## src/rtl/multi_rate_counter.sv

```systemverilog
// Rate-divided modulo-MODULUS up/down counter with selectable tick rate, pause,
// synchronous load and a registered wrap pulse.
module multi_rate_counter #(
  parameter int CLOCK_FREQUENCY = 500,
  parameter int COUNT_WIDTH     = 4,
  parameter int MODULUS         = 16,
  parameter int DIV_WIDTH       = $clog2(4*CLOCK_FREQUENCY)
) (
  input  logic                   ClockIn,
  input  logic                   Resetn,
  input  logic [1:0]             Speed,
  input  logic                   Dir,
  input  logic                   Pause,
  input  logic                   Load,
  input  logic [COUNT_WIDTH-1:0] LoadValue,
  output logic                   Tick,
  output logic [COUNT_WIDTH-1:0] CounterValue,
  output logic                   Wrap
);

  localparam logic [DIV_WIDTH-1:0]   RELOAD_X1  = '0;
  localparam logic [DIV_WIDTH-1:0]   RELOAD_CF  = DIV_WIDTH'(CLOCK_FREQUENCY - 1);
  localparam logic [DIV_WIDTH-1:0]   RELOAD_2CF = DIV_WIDTH'(2*CLOCK_FREQUENCY - 1);
  localparam logic [DIV_WIDTH-1:0]   RELOAD_4CF = DIV_WIDTH'(4*CLOCK_FREQUENCY - 1);
  localparam logic [DIV_WIDTH-1:0]   DIV_ZERO   = '0;
  localparam logic [DIV_WIDTH-1:0]   DIV_ONE    = DIV_WIDTH'(1);
  localparam logic [COUNT_WIDTH-1:0] CNT_ZERO   = '0;
  localparam logic [COUNT_WIDTH-1:0] CNT_ONE    = COUNT_WIDTH'(1);
  localparam logic [COUNT_WIDTH-1:0] CNT_MAX    = COUNT_WIDTH'(MODULUS - 1);
  // One extra bit so MODULUS == 2**COUNT_WIDTH is representable.
  localparam logic [COUNT_WIDTH:0]   MOD_EXT    = (COUNT_WIDTH+1)'(MODULUS);

  logic [DIV_WIDTH-1:0]   div_q, div_d;
  logic [1:0]             speed_q, speed_d;
  logic                   reload_pending_q, reload_pending_d;
  logic [COUNT_WIDTH-1:0] counter_q, counter_d;
  logic                   wrap_q, wrap_d;
  logic [DIV_WIDTH-1:0]   reload_val_s;
  logic                   rate_change_s;
  logic                   tick_s;
  logic [COUNT_WIDTH-1:0] load_clamped_s;

  // Divider reload value for the requested rate.
  always_comb begin
    reload_val_s = RELOAD_X1;
    case (Speed)
      2'b00:   reload_val_s = RELOAD_X1;
      2'b01:   reload_val_s = RELOAD_CF;
      2'b10:   reload_val_s = RELOAD_2CF;
      2'b11:   reload_val_s = RELOAD_4CF;
      default: reload_val_s = RELOAD_X1;
    endcase
  end

  assign rate_change_s = (Speed != speed_q);
  assign tick_s = (div_q == DIV_ZERO) & ~Pause & ~reload_pending_q & ~Load & ~rate_change_s;
  assign Tick   = tick_s;

  // Divider next state: any resync cause reloads without ticking.
  always_comb begin
    div_d            = div_q;
    speed_d          = Speed;
    reload_pending_d = 1'b0;
    if (reload_pending_q | Load | rate_change_s) begin
      div_d = reload_val_s;
    end else if (Pause) begin
      div_d = div_q;
    end else if (div_q == DIV_ZERO) begin
      div_d = reload_val_s;
    end else begin
      div_d = div_q - DIV_ONE;
    end
  end

  // Clamp out-of-range load data to the top of the count range.
  always_comb begin
    if ({1'b0, LoadValue} >= MOD_EXT) begin
      load_clamped_s = CNT_MAX;
    end else begin
      load_clamped_s = LoadValue;
    end
  end

  // Counter next state, load has priority over tick.
  always_comb begin
    counter_d = counter_q;
    wrap_d    = 1'b0;
    if (Load) begin
      counter_d = load_clamped_s;
    end else if (tick_s) begin
      if (Dir) begin
        if (counter_q == CNT_MAX) begin
          counter_d = CNT_ZERO;
          wrap_d    = 1'b1;
        end else begin
          counter_d = counter_q + CNT_ONE;
        end
      end else begin
        if (counter_q == CNT_ZERO) begin
          counter_d = CNT_MAX;
          wrap_d    = 1'b1;
        end else begin
          counter_d = counter_q - CNT_ONE;
        end
      end
    end else begin
      counter_d = counter_q;
    end
  end

  // State registers.
  always_ff @(posedge ClockIn or negedge Resetn) begin
    if (!Resetn) begin
      div_q            <= DIV_ZERO;
      speed_q          <= 2'b00;
      reload_pending_q <= 1'b1;
      counter_q        <= CNT_ZERO;
      wrap_q           <= 1'b0;
    end else begin
      div_q            <= div_d;
      speed_q          <= speed_d;
      reload_pending_q <= reload_pending_d;
      counter_q        <= counter_d;
      wrap_q           <= wrap_d;
    end
  end

  assign CounterValue = counter_q;
  assign Wrap         = wrap_q;

endmodule

```

## config.mk

```make
export PLATFORM = sky130hd
export DESIGN_NAME = multi_rate_counter
export DESIGN_NICKNAME = d
export VERILOG_FILES = /design/src/rtl/multi_rate_counter.sv
export SDC_FILE = /design/constraint.sdc
export NUM_CORES = 1
export LEC_CHECK = 0
export ABC_AREA = 0
export BUFFER_PORTS_ARGS = -buffer_cell sky130_fd_sc_hd__buf_2
export CAP_MARGIN = 10
export CORE_UTILIZATION = 40
export DETAILED_ROUTE_END_ITERATION = 10
export SLEW_MARGIN = 20
export SYNTH_ARGS = -nofsm -noshare
export SYNTH_HDL_FRONTEND = slang
export SYNTH_SLANG_ARGS = --single-unit
```

## constraint.sdc

```tcl
create_clock -name ClockIn -period 4.35 [get_ports ClockIn]
set_input_delay 0.87 -clock ClockIn [delete_from_list [all_inputs] [get_ports ClockIn]]
set_output_delay 0.87 -clock ClockIn [all_outputs]
set_load 0.1 [all_outputs]
```

==> flow_summary.toml, run 1 <==
[run_status]
run_status = "finished with violations"
violations_in_the_final_reports = "design-rule violations"

[clocking]
post-cts-setup-buffers = 0
clock_sinks = 19
clk-insertion-delay-late_ps = 300
htree_num_levels = 1
cts_repair_resize_count = 0
clockBufferDepth = 2
clk_pin_slew_worst_paths_ps = 110
cts_root_buf = "clkbuf_4"
cts_inserted_buffers = 3
hold_buffers = 0
cts_tree = "yes"

[synth]
complex_gate_fraction_of_the_synthesized_area_pct = 21.31
yosys-mux-area-fraction_pct = 5.829
synth_cell_types = 48
sequential_to_total_area_share_from_yosys_stat_pct = 38.29
synth_area_leaders = "dfrtp_1 (36%), ha_1 (7.0%), o21ai_0 (4.4%), mux2i_1 (4.0%), inv_1 (3.9%)"
asyncSetResetFlopFracSynth_pct = 100.0
netlist_area_mm2 = 0.001245
yosysWarningCount = 0
yosysMostFrequentCell = "dfrtp_1"
ys_seq_elements = 19
synth.top_cell.area_share_pct = 36.18
synth_edf_count = 0
synth_fa_ha_area_share_pct = 7.035
synth_top_cell_by_area = "dfrtp_1"
synth_top_cells_by_count = "dfrtp_1 (18), inv_1 (13), o21ai_0 (11)"
synthesis.nets = 154
post_synth.cell_area_avg_um2 = 9.154
synth_xor_xnor_area_share_pct = 3.518
synth_top_family_by_area = "compound AO/OA/AOI/OAI gates"
synth_simple_gate_area_share_pct = 16.68
ys.flop_type = "dfrtp_1"
syn_inst = 136

[layout]
final-seq-area_um2 = 476.7
drive_gt1_share_pct = 16.67
final.fill_count = 284
multiInputGateArea_um2 = 680.7
diodes = 0
area_growth_pct = 10.35
final_nets = 169

[floorplanning]
core_area_mm2 = 0.002853
die_area_mm2 = 0.003340
io_pins = 17
num_rows = 19
die_width_um = 57.79
initial_utilization_pct = 43.64
die-height_um = 57.79

[routing]
detailedRoute.firstIterationViolations = 37
post-route-drc-count = 2
finalWirelength_mm = 2.609
antenna_left = 0
avgRoutedWirePerCell_um = 14.41
firstDrtPassIters = 7
via_count_normalized_by_instance_count = 5.779
dr_total_vias = 1046

[global_routing]
antenna_found_initial = 0
grt_remaining_overflow = 0
grt_pass1_vias = 1005
grt_max_degree = 20
grt_first_pass_wirelength_mm = 4.554
track_usage_pct = 17.57

[sta]
slew_headroom_pct = 51.35
rsz0062_at_grt = "no"
timing.clock.skew_ps = 6.711
fin_ws_ps = 1064
final_period_minus_worst_setup_slack_ps = 3286
number_of_hold_violations_in_the_final_report = 0
tightest_slew_ps = 724.9
maxClockFrequency_mhz = 304.3
setup-violations-final = 0
fin_crit_sh_pct = 75.54
fin_setup_tns_ps = 0
report.final.slew_viol_count = 0

[placement]
place.gp.congestion = 0.8604
dp_hpwl_mm = 1.895
count_of_buffers_from_port_buffering = 16
placement.setup.worst_slack_ps = 1311

[setup_path]
worst-endpoint-required_ps = 3480
worst-path-max-fanout = 7
crit_path_start_kind = "flip-flop"
worstPathArrival_ps = 2420
worstSetupEndpointType = "output pin"
setup.worst_path.class = "flip-flop to output pin"

[pwr]
vdd.ir_drop.worst_mv = 0.1801
total_leakage_power_uw = 0.0006117
p_sw_share_pct = 35.53
seqPwrFrac_pct = 51.5
switching_power_uw = 151.5
power.density_cell_area_mw_per_mm2 = 310.4
p_comb_share_pct = 27.2
power.internal_uw = 275.0
clock_power_share_pct = 21.3

[flow_run]
max-cap-violations = 0

[worst_hold_path]
worst_hold_path_type = "input port to asynchronous set/reset pin"
==> through the flow <==
stage	hold slack, ps	cell area [um^2]	instances	utilization, %	total power (uW)
4_1_cts	499.3	1374	181	48.16	432.5
3_5_place_dp	502.1	1348	177	47.24	338.8
2_1_floorplan	472.0	1245	136	-	308.5
5_1_grt	526.4	1374	181	48.16	453.0
3_3_place_gp	504.9	1348	177	47.24	335.9
6_report	497.9	1374	181	48.16	426.5
==> metal layers <==
| layer | vias up | part of all wire [%] | GRT usage [%] |
|---|---|---|---|
| met3 | 2 | 5.4 | 4.018 |
| met1 | 494 | 50 | 24.40 |
| met2 | 27 | 44 | 28.57 |
| li1 | 523 | - | - |
| met5 | - | 0 | 0 |
| met4 | 0 | 0.65 | 3.061 |
==> final cells by class <==
type / instances / share of cell area, %
flip-flops and latches: 19 / 34.70
clock buffers: 4 / 1.913
inverters: 13 / 3.552
repair buffers: 17 / 7.468
multi-input cells: 97 / 49.54
well taps: 31 / 2.823
==> cells in the final DEF (no fill, tap or decap), types with 3 or more instances in the layout <==
master | netlist | layout
nor2_1 | 7 | 7
ha_1 | 7 | 7
a31oi_1 | 3 | 3
inv_1 | 13 | 13
clkbuf_4 | 0 | 3
dfrtp_1 | 18 | 18
nand2_1 | 7 | 7
a22oi_1 | 4 | 4
o21ai_0 | 11 | 11
nor3_1 | 3 | 3
nor4_1 | 3 | 3
nand3_1 | 5 | 5
xnor2_1 | 3 | 3
buf_2 | 1 | 15
a21oi_1 | 4 | 4
mux2i_1 | 5 | 5
==> power by group through the flow <==
stage	logic, uW	registers, uW	clock network (uW)
global route	130	223	100
finish	116	220	90.8
floorplan	67.1	241	0
CTS	117	219	96.4
global placement	114	222	0
detailed placement	116	223	0
==> flip-flops by register name, indices dropped and copies added (netlist names) <==
signal            cells
reload_pending_q      1
Wrap                  1
speed_q               2
div_q                11
CounterValue          4
==> kinds of logic (layout without fill, tap and decap cells) <==
family                   count (synthesis)  in the layout
flip-flops                              19             19
adder cells (fa/ha/maj)                  7              7
multiplexers                             7              7
other                                    1              1
XOR/XNOR                                 5              5
AO/OA/AOI/OAI                           39             39
buffers and inverters                   20             34
AND/OR/NAND/NOR                         38             38
==> path summary, 6_finish.rpt <==
| path | from | end | slack, ps | cells after the start |
|---|---|---|---|---|
| setup / recovery | div_q[0] | Tick | 1060 | 7 |
| hold / removal | Resetn | CounterValue[3] | 500 | 1 |
| setup reg to reg | div_q[0] | div_q[8] | 1630 | 7 |
| hold reg to reg | div_q[8] | div_q[8] | 540 | 1 |
| max in group asynchronous | Resetn | reload_pending_q | 3510 | 1 |
| min in group ClockIn | div_q[8] | div_q[8] | 540 | 1 |
==> critical path: stages, from the launching register on <==
cell     delay [ps]
dfrtp_1         430
inv_1            70
ha_1            180
or4b_1          580
nor3_1          250
nand3_1         260
inv_1           170
buf_12          180
Note: power is estimated with default switching activity, not from simulation.
==> run 2: changes to the inputs <==
==> constraint.sdc (replaced) <==
create_clock -name ClockIn -period 3.26 [get_ports ClockIn]
set_input_delay 0.652 -clock ClockIn [delete_from_list [all_inputs] [get_ports ClockIn]]
set_output_delay 0.652 -clock ClockIn [all_outputs]
set_load 0.1 [all_outputs]
==> flow_summary.toml, run 2 (same netlist as run 1, synthesis figures left out) <==
[run_status]
run_status = "finished with violations"
violations_in_the_final_reports = "design-rule violations"

[placement]
post_dp_cell_area_mm2 = 0.001355
count_of_buffers_from_port_buffering = 16
place_inst = 178
place.gp.congestion = 0.8343
placement.setup.worst_slack_ps = 553.9
dp_hpwl_mm = 1.835

[routing]
avgRoutedWirePerCell_um = 13.66
dr_total_vias = 1019
firstDrtPassIters = 7
via_count_normalized_by_instance_count = 5.599
detailedRoute.firstIterationViolations = 43
antenna_left = 0
post-route-drc-count = 2
finalWirelength_mm = 2.486

[layout]
largest_reg_flops = 11
final-seq-area_um2 = 476.7
regMostFlops = "div_q"
finalNonFillerCells = 182
diodes = 0
most_frequent_cells_in_the_layout = "dfrtp_1 (18), buf_2 (15), inv_1 (13)"
final_nets = 170
final_cell_area_mm2 = 0.001385
final.fill_count = 292
drive_gt1_share_pct = 17.88
multiInputGateArea_um2 = 680.7
final_common_cell = "dfrtp_1"
area_growth_pct = 11.26

[global_routing]
grt_pass1_vias = 936
antenna_found_initial = 0
grt_first_pass_wirelength_mm = 4.236
grt_max_degree = 20
track_usage_pct = 16.41
grt_remaining_overflow = 0

[setup_path]
setup.worst_path.class = "flip-flop to output pin"
crit_path_end = "Tick"
critPathSlowestCell = "or4b_1"
worst-path-max-fanout = 7
worstSetupEndpointType = "output pin"
crit-reg2reg-capture = "div_q[6]"
worst-endpoint-required_ps = 2610
timing.critical_path.mode_cell = "inv_1"
crit_chain = "inv_1 > ha_1 > or4b_1 > nor3_1 > nand3_1 > inv_1 > buf_12"
reg2regPathDepth = 8
worst_path_largest_cell_delay_ps = 570
worstPathArrival_ps = 2400
r2r_start = "div_q[0]"
critPathLaunch = "div_q[0]"
crit_path_start_kind = "flip-flop"
timing.reg2reg.setup_slack_ps = 640

[clocking]
cts_repair_resize_count = 0
clk-insertion-delay-late_ps = 300
clk_pin_slew_worst_paths_ps = 110
htree_num_levels = 1
cts_root_buf = "clkbuf_4"
post-cts-setup-buffers = 0
clock_sinks = 19
clockBufferDepth = 2
cts_inserted_buffers = 3
hold_buffers = 0
cts_tree = "yes"

[sta]
timing.clock.skew_ps = 6.208
final_period_minus_worst_setup_slack_ps = 3047
rsz0062_at_grt = "no"
tightest_slew_ps = 512.7
report.final.slew_viol_count = 0
fin_setup_tns_ps = 0
slew_headroom_pct = 65.74
maxClockFrequency_mhz = 328.2
fin_ws_ps = 212.8
number_of_hold_violations_in_the_final_report = 0
fin_crit_sh_pct = 93.47
setup-violations-final = 0

[floorplanning]
num_rows = 19
die-height_um = 57.79
core_area_mm2 = 0.002853
die_width_um = 57.79
io_pins = 17
die_area_mm2 = 0.003340
initial_utilization_pct = 43.64

[worst_hold_path]
worst_hold_path_type = "input port to asynchronous set/reset pin"

[flow_run]
max-cap-violations = 0

[pwr]
power.internal_uw = 365.8
vdd.ir_drop.worst_mv = 0.2197
total_leakage_power_uw = 0.0006149
p_comb_share_pct = 27.0
clock_power_share_pct = 21.4
switching_power_uw = 201.2
p_sw_share_pct = 35.48
seqPwrFrac_pct = 51.6
power.density_cell_area_mw_per_mm2 = 409.3
## run 2: cell count changes in the layout (fill, tap and decap cells not counted), sizes merged
cell | before | now
buf | 17 | 18
clkbuf | 4 | 3
clkinvlp | 0 | 1
## run 2: final cells by class
cell class | instances | share of cell area [%]
Timing Repair Buffer | 18 | 7.949
Clock inverter | 1 | 0.5420
Clock buffer | 3 | 1.626
Sequential cell | 19 | 34.42
Inverter | 13 | 3.523
Tap cell | 31 | 2.800
Multi-Input combinational cell | 97 | 49.14
## run 2: how the worst min path moves through the flow
stage / slack [ps] / cells after the start / to
5_1_grt: 300 / 1 / div_q[1]
3_3_place_gp: 510 / 1 / div_q[8]
6_report: 270 / 1 / speed_q[0]
3_5_place_dp: 510 / 1 / div_q[8]
4_1_cts: 280 / 1 / CounterValue[1]
2_1_floorplan: 360 / 0 / CounterValue[0]
## run 2: power groups by stage
stage                     clock, uW  sequential [uW]  combinational, uW
final                           121              293                153
after global routing            134              297                174
after floorplan                   0              322               89.6
after global placement            0              296                152
after detailed placement          0              297                153
after CTS                       128              292                154
## run 2: per-layer routing
metal	part of all wire (%)	wire [um]	global-route usage, %
met3	4.5	113	4.241
met1	53	1309	23.54
met2	42	1045	24.92
met4	0.68	17	4.082
met5	0	0	0
## run 2: metrics by stage
step / total power (uW) / hold slack [ps] / utilization [%]
floorplan: 411.6 / 356.4 / -
global placement: 448.1 / 507.9 / 47.50
detailed placement: 450.1 / 511.0 / 47.50
CTS: 573.9 / 277.2 / 48.55
global route: 604.7 / 304.4 / 48.55
finish: 566.9 / 274.6 / 48.55
## run 2: critical path: cells and delay by family, from the launching register on
family        cells  cell delay [ps]
simple gates      3             1080
buf+inv           3              430
flops             1              430
fa+ha+maj         1              160
